<file path="src/rtl/alu_share_arbiter.sv">
// -----------------------------------------------------------------------------
// alu_share_arbiter
//
// Lets two requesters share one combinational 16-bit ALU. Each requester uses
// a valid/ready request handshake and a valid/ready response handshake. A
// round-robin grant accepts at most one operation per cycle. The accepted
// operands go into a registered issue stage that drives the ALU directly. The
// ALU result and status flags go into a one-entry response buffer for the
// requesting port. A saturating counter records how many requests have been
// accepted.
//
// Ports:
//   clk          clock, all state changes on the rising edge
//   rst          synchronous active-high reset
//   req_valid    per-port request valid (bit i = port i)
//   req_ready    per-port grant (bit i = port i)
//   req_a        operand A, [WIDTH-1:0] = port 0, [2*WIDTH-1:WIDTH] = port 1
//   req_b        operand B, same packing as req_a
//   req_op       2-bit op per port: 00 ADD, 01 SUB, 10 OR, 11 AND
//   rsp_valid    per-port response valid
//   rsp_ready    per-port response consume
//   rsp_out      per-port result, same packing as req_a
//   rsp_stat     per-port {overflow, sign, zero}, [2:0] = port 0
//   alu_a        ALU operand A
//   alu_b        ALU operand B
//   alu_control  ALU operation select, same encoding as req_op
//   alu_out      ALU result, combinational from alu_a/alu_b/alu_control
//   alu_stat     ALU {overflow, sign, zero}
//   ops_issued   saturating count of accepted requests
// -----------------------------------------------------------------------------
module alu_share_arbiter #(
    parameter int WIDTH = 16,
    parameter int CNT_W = 16
) (
    input  logic                 clk,
    input  logic                 rst,
    input  logic [1:0]           req_valid,
    output logic [1:0]           req_ready,
    input  logic [2*WIDTH-1:0]   req_a,
    input  logic [2*WIDTH-1:0]   req_b,
    input  logic [3:0]           req_op,
    output logic [1:0]           rsp_valid,
    input  logic [1:0]           rsp_ready,
    output logic [2*WIDTH-1:0]   rsp_out,
    output logic [5:0]           rsp_stat,
    output logic [WIDTH-1:0]     alu_a,
    output logic [WIDTH-1:0]     alu_b,
    output logic [1:0]           alu_control,
    input  logic [WIDTH-1:0]     alu_out,
    input  logic [2:0]           alu_stat,
    output logic [CNT_W-1:0]     ops_issued
);

    logic             iss_valid;
    logic             iss_src;
    logic             rr_ptr;
    logic [1:0]       eligible;
    logic             grant_any;
    logic             grant_src;
    logic [WIDTH-1:0] sel_a;
    logic [WIDTH-1:0] sel_b;
    logic [1:0]       sel_op;

    // Each port may have only one operation outstanding. While its operation
    // is in the issue register, or while its response buffer is full, the port
    // is not eligible. The grant is built only from registered state and
    // req_valid. The grant is held off during reset so that nothing is accepted
    // on the reset edge.
    always_comb begin
        eligible[0] = req_valid[0] && !(iss_valid && !iss_src) && !rsp_valid[0];
        eligible[1] = req_valid[1] && !(iss_valid &&  iss_src) && !rsp_valid[1];

        grant_any = 1'b0;
        grant_src = 1'b0;
        if (!rst) begin
            case (eligible)
                2'b01: begin
                    grant_any = 1'b1;
                    grant_src = 1'b0;
                end
                2'b10: begin
                    grant_any = 1'b1;
                    grant_src = 1'b1;
                end
                2'b11: begin
                    grant_any = 1'b1;
                    grant_src = rr_ptr;
                end
                default: begin
                    grant_any = 1'b0;
                    grant_src = 1'b0;
                end
            endcase
        end

        req_ready = 2'b00;
        if (grant_any) begin
            req_ready = grant_src ? 2'b10 : 2'b01;
        end

        sel_a  = grant_src ? req_a[2*WIDTH-1:WIDTH] : req_a[WIDTH-1:0];
        sel_b  = grant_src ? req_b[2*WIDTH-1:WIDTH] : req_b[WIDTH-1:0];
        sel_op = grant_src ? req_op[3:2]            : req_op[1:0];
    end

    // Issue stage. The ALU operand registers load only when an operation is
    // accepted. When the stage is empty, the ALU inputs keep their last values
    // and do not toggle. The round-robin pointer moves to the other port after
    // every grant and stays put in cycles with no grant.
    always_ff @(posedge clk) begin
        if (rst) begin
            iss_valid   <= 1'b0;
            iss_src     <= 1'b0;
            rr_ptr      <= 1'b0;
            alu_a       <= '0;
            alu_b       <= '0;
            alu_control <= 2'b00;
        end else if (grant_any) begin
            iss_valid   <= 1'b1;
            iss_src     <= grant_src;
            rr_ptr      <= ~grant_src;
            alu_a       <= sel_a;
            alu_b       <= sel_b;
            alu_control <= sel_op;
        end else begin
            iss_valid   <= 1'b0;
        end
    end

    // Response buffers. A consume clears the valid flag. The capture from the
    // issue stage never targets a port whose buffer is still full, because
    // such a port could not have been granted. So the capture and the consume
    // never compete for the same bit.
    always_ff @(posedge clk) begin
        if (rst) begin
            rsp_valid <= 2'b00;
            rsp_out   <= '0;
            rsp_stat  <= '0;
        end else begin
            if (rsp_valid[0] && rsp_ready[0]) begin
                rsp_valid[0] <= 1'b0;
            end
            if (rsp_valid[1] && rsp_ready[1]) begin
                rsp_valid[1] <= 1'b0;
            end
            if (iss_valid) begin
                if (iss_src) begin
                    rsp_out[2*WIDTH-1:WIDTH] <= alu_out;
                    rsp_stat[5:3]            <= alu_stat;
                    rsp_valid[1]             <= 1'b1;
                end else begin
                    rsp_out[WIDTH-1:0]       <= alu_out;
                    rsp_stat[2:0]            <= alu_stat;
                    rsp_valid[0]             <= 1'b1;
                end
            end
        end
    end

    // Performance counter of accepted requests. It stops at all-ones instead
    // of wrapping.
    always_ff @(posedge clk) begin
        if (rst) begin
            ops_issued <= '0;
        end else if (grant_any && (ops_issued != {CNT_W{1'b1}})) begin
            ops_issued <= ops_issued + CNT_W'(1);
        end
    end

endmodule

</file>
<file path="config.mk">
export PLATFORM = sky130hd
export DESIGN_NAME = alu_share_arbiter
export DESIGN_NICKNAME = d
export VERILOG_FILES = /design/src/rtl/alu_share_arbiter.sv
export SDC_FILE = /design/constraint.sdc
export NUM_CORES = 1
export LEC_CHECK = 0
export ABC_AREA = 1
export CORE_MARGIN = 2
export CORE_UTILIZATION = 23
export CTS_CLUSTER_DIAMETER = 30
export DETAILED_ROUTE_END_ITERATION = 10
export MAX_ROUTING_LAYER = met4
export PLACE_DENSITY = 0.54
export SYNTH_ARGS = -nofsm -noshare
export SYNTH_HDL_FRONTEND = slang
export SYNTH_SLANG_ARGS = --single-unit
</file>
<file path="constraint.sdc">
create_clock -name clk -period 1.5 [get_ports clk]
set_input_delay 0.15 -clock clk [delete_from_list [all_inputs] [get_ports clk]]
set_output_delay 0.15 -clock clk [all_outputs]
set_load 0.02 [all_outputs]
</file>
# Word level (Yosys, flattened, before mapping)
# Index checks and enable logic that the tools add are counted.
[word_totals]
word_cells = 51
register_bits = 93
input_bits = 93
[op_classes]
bitwise_logic = 2
reduce_logical = 17
muxes = 15
add_sub_neg = 1
eq_ne = 4
[ops]
columns = ["operator", "count"]
rows = [
  ["2-to-1 mux 16 bit", 2],
  ["adder 16 x 1 -> 16 bit, second input constant", 1],
  ["inequality test 16 bit, second input constant", 1],
  ["logical AND 1 bit", 9],
  ["2-to-1 mux 1 bit", 8],
  ["2-to-1 mux 2 bit", 4],
  ["logical NOT 1 bit", 5],
  ["equality test 2 bit, second input constant", 2],
  ["AND reduction 2 bit", 2],
  ["OR reduction 3 bit", 1],
  ["equality test 2 x 1 -> 1 bit, second input constant", 1],
  ["NOT 1 bit", 2],
  ["case mux 1 bit (2 select lines)", 1],
]

# Depth between registers and ports, before layout
# Gate-level depths: netlist of the first run.
[logic_depth]
depth_word = 10
mapped_depth = 11

# Worst setup path after synthesis of the first run
# OpenSTA, ideal clock, no wires.
[synth_path]
kind = "reg2reg"
from = "register ops_issued[1]"
to = "register ops_issued[10]"
stages_incl_launch_ff = 10
n_path_buf = 1
setup_time_ns = 0.132
arrival_ns = 1.523
slack_ns = -0.155
required_time_ns = 1.368
cell_sequence = "dfxtp_1 -> ha_1 -> inv_1 -> nor2_2 -> nand2_2 -> nor2_1 -> nor2_2 -> buf_4 -> nand2_1 -> a21oi_1"
[synth_via]
elab_chain_len = 2
elab_cells_between_ends = 3
cone_classes = "1 x add/sub; 1 x eq/ne; 1 x reduce/logical"
[synth_lines]
columns = ["item", "line", "rtl"]
rows = [
  ["from (decl)", "51", "output logic [CNT_W-1:0] ops_issued"],
  ["from (signal assigned)", "166", "ops_issued <= ops_issued + CNT_W'(1);"],
  ["parallel branches: the longest is 2 deep, another holds adder 16 x 1 -> 16 bit", "-", ""],
]
# Several ways; the timed one is not identified.
# A chain may end at the register's enable or synchronous reset.

# Worst setup path in the final report of the first run
[layout_path]
from = "register iss_src"
to = "output port req_ready[0]"
[layout_via]
elab_chain_len = 10
elab_cells_between_ends = 19
cone_classes = "3 x eq/ne; 6 x mux; 10 x reduce/logical"
[layout_lines]
columns = ["item", "line", "rtl"]
rows = [
  ["from (decl)", "55", "logic iss_src;"],
  ["from (signal assigned)", "120", "iss_src <= grant_src;"],
  ["logical NOT 1 bit", "70", "eligible[0] = req_valid[0] && !(iss_valid && !iss_src) && !rsp_valid[0];"],
  ["logical AND 1 bit", "70", ""],
  ["logical NOT 1 bit", "70", ""],
  ["logical AND 1 bit (2 in a row)", "70", ""],
  ["equality test 2 bit / equality test 2 x 1 -> 1 bit (equally long branches)", "76", "case (eligible)"],
  ["case mux 1 bit (2 select lines) / OR reduction 3 bit (equally long branches)", "-", ""],
  ["2-to-1 mux 1 bit, on equally long branches", "75, 76", ""],
  ["2-to-1 mux 2 bit / 2-to-1 mux 1 bit (equally long branches)", "98, 75", ""],
  ["2-to-1 mux 2 bit (*)", "97", "if (grant_any) begin"],
  ["to (decl)", "38", "output logic [1:0] req_ready,"],
]
# Mark *: on every way between the ends. The rest lies on a longest branch, timed or not.

==> flow_summary.json, run 1 <==
{
  "status": "completed",
  "viasPerCell": 4.19,
  "yosysSeqAreaShare_pct": 44.1,
  "synthTopCellsByCount": "nand2_1, nor2_1, dfxtp_1, nand3_1, inv_1",
  "synth_most_common_cell": "nand2_1",
  "ys.flop_type": "dfxtp_1",
  "tightestPinTransition_ns": 0.312,
  "crit_chain": "inv_2, nand2_4, nand3_4, a21oi_4, nand2_1, inv_1, buf_6",
  "fin_nets": 912,
  "final_core_util_pct": 38.8,
  "die_x_um": 139,
  "regToRegSetupSlack_ns": 0.06,
  "layout.area.seq_um2": 1870,
  "finalWirelength_um": 13400,
  "vias": 4395,
  "clock_sinks": 93,
  "synthCells": 607,
  "root_buffer": "clkbuf_16",
  "cts_htree_levels": 3,
  "synth_top_area_cell": "dfxtp_1",
  "clockBufferDepth": 2,
  "drive_above_1_share_pct": 14.9,
  "pre_cts_ws_ns": -0.357,
  "dp_hpwl_um": 9830,
  "synth_top_cell_area_share_pct": 44.1,
  "antenna_found_initial": 0,
  "syn_area_um2": 4220,
  "synth_nets": 701,
  "drt_iter0_markers": 129,
  "path_clk_slew_ns": 0.07,
  "max_freq_mhz": 680,
  "hold_slack_ns": 0.445,
  "grt_pass1_wl_um": 21100,
  "syn_avg_cell_area_um2": 6.95,
  "crit_required_ns": 1.35,
  "synth_edf_count": 0,
  "fill_cells": 1898,
  "track_usage_pct": 13.9,
  "ir_drop_v": 0.000511,
  "dieArea_um2": 19400,
  "firstDrtPassIters": 4,
  "row_count": 49,
  "cp-end-kind": "output pin",
  "setup_viol_count_final": 0,
  "synth_warnings": 0,
  "die_y_um": 139,
  "ys_ff_latch": 93,
  "arrival_ns": 1.32,
  "drv_slew": 0,
  "fin_crit_sh_pct": 98.0,
  "setup_ws_ns": 0.0295,
  "cp_num_buf_inv": 3,
  "crit_fanout": 3,
  "final_hold_viol_count": 0,
  "synth_async_sr_flop_share_pct": 0,
  "numCtsBuffers": 9,
  "synth_area_leaders": "dfxtp_1, nand2_1, nor2_1",
  "crit_path_top_delay_cell": "dfxtp_4",
  "start_kind": "register",
  "critPathMaxStageDelay_ns": 0.37,
  "drv_cap": 0,
  "hold_path_class": "input port to register",
  "synth_cell_types": 31,
  "start_util_pct": 23.5,
  "area.growth.synth_to_final_pct": 65.2,
  "grt_start_max_net_pins": 48,
  "crit_type": "register to output pin",
  "power_leakage_nw": 3.23,
  "diodes": 0,
  "drcViolationCount": 0,
  "ant_nets": 0,
  "grt-ovfl-total": 0,
  "rsz0062_at_grt": "yes",
  "cts_tree": "built",
  "power_density_nw_per_um2": 917,
  "slew_headroom_pct": 79.2,
  "clock_latency_ns": 0.34,
  "core-area_um2": 18000,
  "gp_congestion": 0.798,
  "grt_pass1_vias": 4235,
  "period_needed_ns": 1.47,
  "multi_input_area_um2": 2050,
  "routedWlPerCell_um": 12.8,
  "numPortBuffers": 184,
  "crit_family": "flip-flops",
  "clock_skew_ns": 0.00875,
  "ios": 185
}
[registers in the layout, indices dropped and copies added (netlist names)]
name and flops:
alu_control 2, alu_a 16, iss_src 1, rsp_out 32, rsp_stat 6, iss_valid 1
ops_issued 16, rr_ptr 1, alu_b 16, rsp_valid 2
[what timing repair did]
item                                    4_1_cts  5_1_grt
pin swaps                                     0        4
cloned                                        0        1
buffers inserted                              0        1
hold buffers                                  0        0
endpoints found under the setup margin       66       63
gates resized for setup                      34       37
[cell families after synthesis]
group / Yosys count / share of synthesized area (%)
AND/OR/NAND/NOR: 358 / 37.5
flip-flops: 93 / 44.1
buffers and inverters: 87 / 9.04
AO/OA/AOI/OAI: 62 / 7.77
XOR/XNOR: 6 / 1.25
adder cells (fa/ha/maj): 1 / 0.297
[worst reg2reg max path, stage by stage (launching register included)]
cell and delay (ns):
dfxtp_4 0.36, inv_2 0.06, nand2_4 0.06, nand3_4 0.07, a21oi_4 0.07, buf_6 0.14
clkbuf_16 0.18, or2_2 0.28, nand3_1 0.08, inv_1 0.04
[layer usage]
layer	vias up	global-route usage (%)	share of wire [%]
met2	90	22.9	49
met3	14	3.89	4.7
met1	1974	16.6	45
met4	0	4.20	1.6
li1	2317	-	-
met5	-	-	0
[placed cells by master (no fill, tap or decap), types with 2 or more instances in the layout]
cell type          n
or2_2             28
nand2_1          133
nand2_2            2
dfxtp_2            4
xnor2_1            4
clkinvlp_4         2
nor2_4             5
inv_1             49
dlymetal6s2s_1    12
nor2_2             3
clkbuf_16         10
or2_1              6
buf_4             42
nand2_4            4
nand3_1           70
inv_2              3
a21oi_1           14
dfxtp_1           88
nand3_2            2
buf_12             3
dlygate4sd2_1     19
nor2_1            99
clkdlybuf4s50_1  151
buf_6              5
xor2_1             2
nand4_1            4
o21ai_0           43
[cell type report]
class                           instances  area share [%]
Multi-Input combinational cell        427            29.5
Inverter                               54            2.96
Sequential cell                        93            26.8
Tap cell                              229            4.11
Clock buffer                           11            3.48
Timing Repair Buffer                  233            32.8
Clock inverter                          3           0.341
[path summary, 6_finish.rpt]
kind	start	end	depth (start not counted)
setup / recovery	iss_src$_SDFFE_PP0P_	req_ready[0]	7
hold / removal	alu_out[7]	rsp_out[23]$_SDFFE_PP0P_	3
setup reg to reg	iss_src$_SDFFE_PP0P_	alu_b[13]$_SDFFE_PP0P_	9
hold reg to reg	rr_ptr$_SDFFE_PP0P_	rr_ptr$_SDFFE_PP0P_	2
[where the power goes]
group,total [W],internal [W],switching [W]
logic,0.00155,0.000804,0.000749
registers,0.00272,0.00264,0.0000840
clock network,0.00211,0.00115,0.000960
[stage by stage]
stage	TNS, ns	cell area [um2]	cells	total power (W)
after floorplan	0	4230	607	0.00353
after global placement	-12.38	6570	1034	0.00431
after detailed placement	-12.67	6570	1034	0.00431
after CTS	-0.0367	6810	1048	0.00649
after global routing	-0.109	6970	1050	0.00675
final	0	6970	1050	0.00639
No activity file was read; power rests on OpenSTA's default activity.
==> run 2: changes to the inputs <==
- CTS_CLUSTER_DIAMETER: 30 -> 100
- SKIP_CTS_REPAIR_TIMING: unset -> 1
==> run 2 against run 1 <==
Against the previous run:
- the flow now finishes with violations (setup timing)
- clock skew hardly changed
- flip-flop and latch count stayed put
- count of clock-buffer cells in the layout stayed put
- final area is 2.0% higher
- cell count is 0.57% higher
- critical path type unchanged
- highest routed layer unchanged
==> flow_summary.json, run 2 (synthesis gave the netlist of run 1 again) <==
{
  "root_buffer": "clkbuf_16",
  "drt_iter0_markers": 128,
  "finalWirelength_um": 13700,
  "path_clk_slew_ns": 0.07,
  "ios": 185,
  "seqPwrFrac_pct": 42.4,
  "grt_pass1_wl_um": 21100,
  "clockBufferDepth": 2,
  "clock_sinks": 93,
  "arrival_ns": 1.38,
  "viasPerCell": 4.19,
  "gp_congestion": 0.798,
  "drv_slew": 0,
  "numCtsBuffers": 9,
  "crit_type": "register to output pin",
  "crit_path_top_delay_cell": "dfxtp_4",
  "final_cell_mix": "clkdlybuf4s50_1, nand2_1, nor2_1",
  "largest_reg_flops": 32,
  "diodes": 0,
  "hold_path_class": "input port to register",
  "switching_share_pct": 28.2,
  "core-area_um2": 18000,
  "setup_ws_ns": -0.0334,
  "final_cells": 1056,
  "dp_hpwl_um": 9830,
  "max_freq_mhz": 652,
  "clock_latency_ns": 0.34,
  "fin_nets": 918,
  "area.growth.synth_to_final_pct": 68.5,
  "start_util_pct": 23.5,
  "final_hold_viol_count": 0,
  "fin_crit_sh_pct": 102,
  "top_register": "rsp_out",
  "pwr-share-comb_pct": 24.5,
  "antenna_found_initial": 0,
  "drv_cap": 0,
  "start_kind": "register",
  "die_x_um": 139,
  "power_leakage_nw": 3.50,
  "die_y_um": 139,
  "period_needed_ns": 1.53,
  "grt_start_max_net_pins": 48,
  "drcViolationCount": 0,
  "grt-ovfl-total": 0,
  "cts_htree_levels": 3,
  "ant_nets": 0,
  "track_usage_pct": 13.9,
  "drive_above_1_share_pct": 16.2,
  "cts_tree": "built",
  "crit_required_ns": 1.35,
  "vias": 4421,
  "setup_viol_count_final": 1,
  "dieArea_um2": 19400,
  "crit_fanout": 3,
  "dp_cells": 1034,
  "critPathMaxStageDelay_ns": 0.37,
  "tightestPinTransition_ns": 0.319,
  "clkPwrFrac_pct": 33.0,
  "grt_pass1_vias": 4237,
  "pre_cts_ws_ns": -0.357,
  "rsz0062_at_grt": "yes",
  "p_int_w": 0.00461,
  "status": "finished, violations left",
  "row_count": 49,
  "numPortBuffers": 184,
  "slew_headroom_pct": 78.8,
  "power.switching_w": 0.00181,
  "final_common_cell": "clkdlybuf4s50_1",
  "routedWlPerCell_um": 13.0,
  "cp-end-kind": "output pin",
  "violations": "setup timing",
  "power_density_nw_per_um2": 903,
  "ir_drop_v": 0.000511,
  "firstDrtPassIters": 4,
  "clock_skew_ns": 0.00842,
  "crit_chain": "inv_2, nand2_4, nand3_2, a21oi_4, nand2_1, inv_1, buf_2"
}
## run 2: cell count changes in the layout (fill, tap and decap cells not counted), sizes merged
| cell | before | now |
|---|---|---|
| dlygate4sd2 | 19 | 0 |
| dlymetal6s2s | 12 | 30 |
| buf | 50 | 55 |
| clkdlybuf4s50 | 151 | 152 |
| nand2 | 140 | 141 |
## run 2: power groups by stage
stage	Combinational (W)	Sequential (W)	Clock (W)
after floorplan	0.000556	0.00297	0
after global placement	0.00154	0.00277	0
after detailed placement	0.00154	0.00278	0
after CTS	0.00154	0.00272	0.00223
after global routing	0.00172	0.00274	0.00231
final	0.00158	0.00272	0.00212
## run 2: worst paths after layout
| path | end | cells after the start | startpoint | slack [ns] |
|---|---|---|---|---|
| setup / recovery | req_ready[0] | 7 | iss_src$_SDFFE_PP0P_ | -0.03 |
| hold / removal | rsp_out[23]$_SDFFE_PP0P_ | 3 | alu_out[7] | 0.44 |
| setup reg to reg | alu_b[5]$_SDFFE_PP0P_ | 9 | iss_src$_SDFFE_PP0P_ | 0.05 |
| hold reg to reg | rr_ptr$_SDFFE_PP0P_ | 2 | rr_ptr$_SDFFE_PP0P_ | 0.47 |
## run 2: area by class of cell
class / count / area (um2)
fillers: 1890 / 10900
clock inverters: 3 / 23.8
clock buffers: 11 / 243
inverters: 54 / 206
well taps: 229 / 287
flip-flops and latches: 93 / 1870
repair buffers: 238 / 2390
multi-input cells: 428 / 2080
## run 2: layer usage
metal / vias to the layer above / part of all wire, % / GRT usage [%]
li1: 2331 / - / -
met1: 1984 / 45 / 16.6
met2: 95 / 49 / 22.9
met3: 11 / 4.8 / 3.85
met4: 0 / 1.4 / 4.20
met5: - / 0 / -
## run 2: critical path: cells and delay by family (launching register included)
kind	cells	cell delay (ns)
compound gates	1	0.19
flops	1	0.37
simple gates	3	0.21
buf+inv	3	0.26
## run 2: through the flow
stage / hold slack (ns) / util (%) / total power [W] / cell area, um2 / setup TNS (ns)
2_1_floorplan: 0.299 / - / 0.00353 / 4230 / 0
3_3_place_gp: 0.459 / 36.5 / 0.00431 / 6570 / -12.38
3_5_place_dp: 0.462 / 36.5 / 0.00431 / 6570 / -12.67
4_1_cts: 0.424 / 38.0 / 0.00649 / 6830 / -7.00
5_1_grt: 0.448 / 39.6 / 0.00677 / 7110 / -0.287
6_report: 0.445 / 39.6 / 0.00642 / 7110 / -0.0334
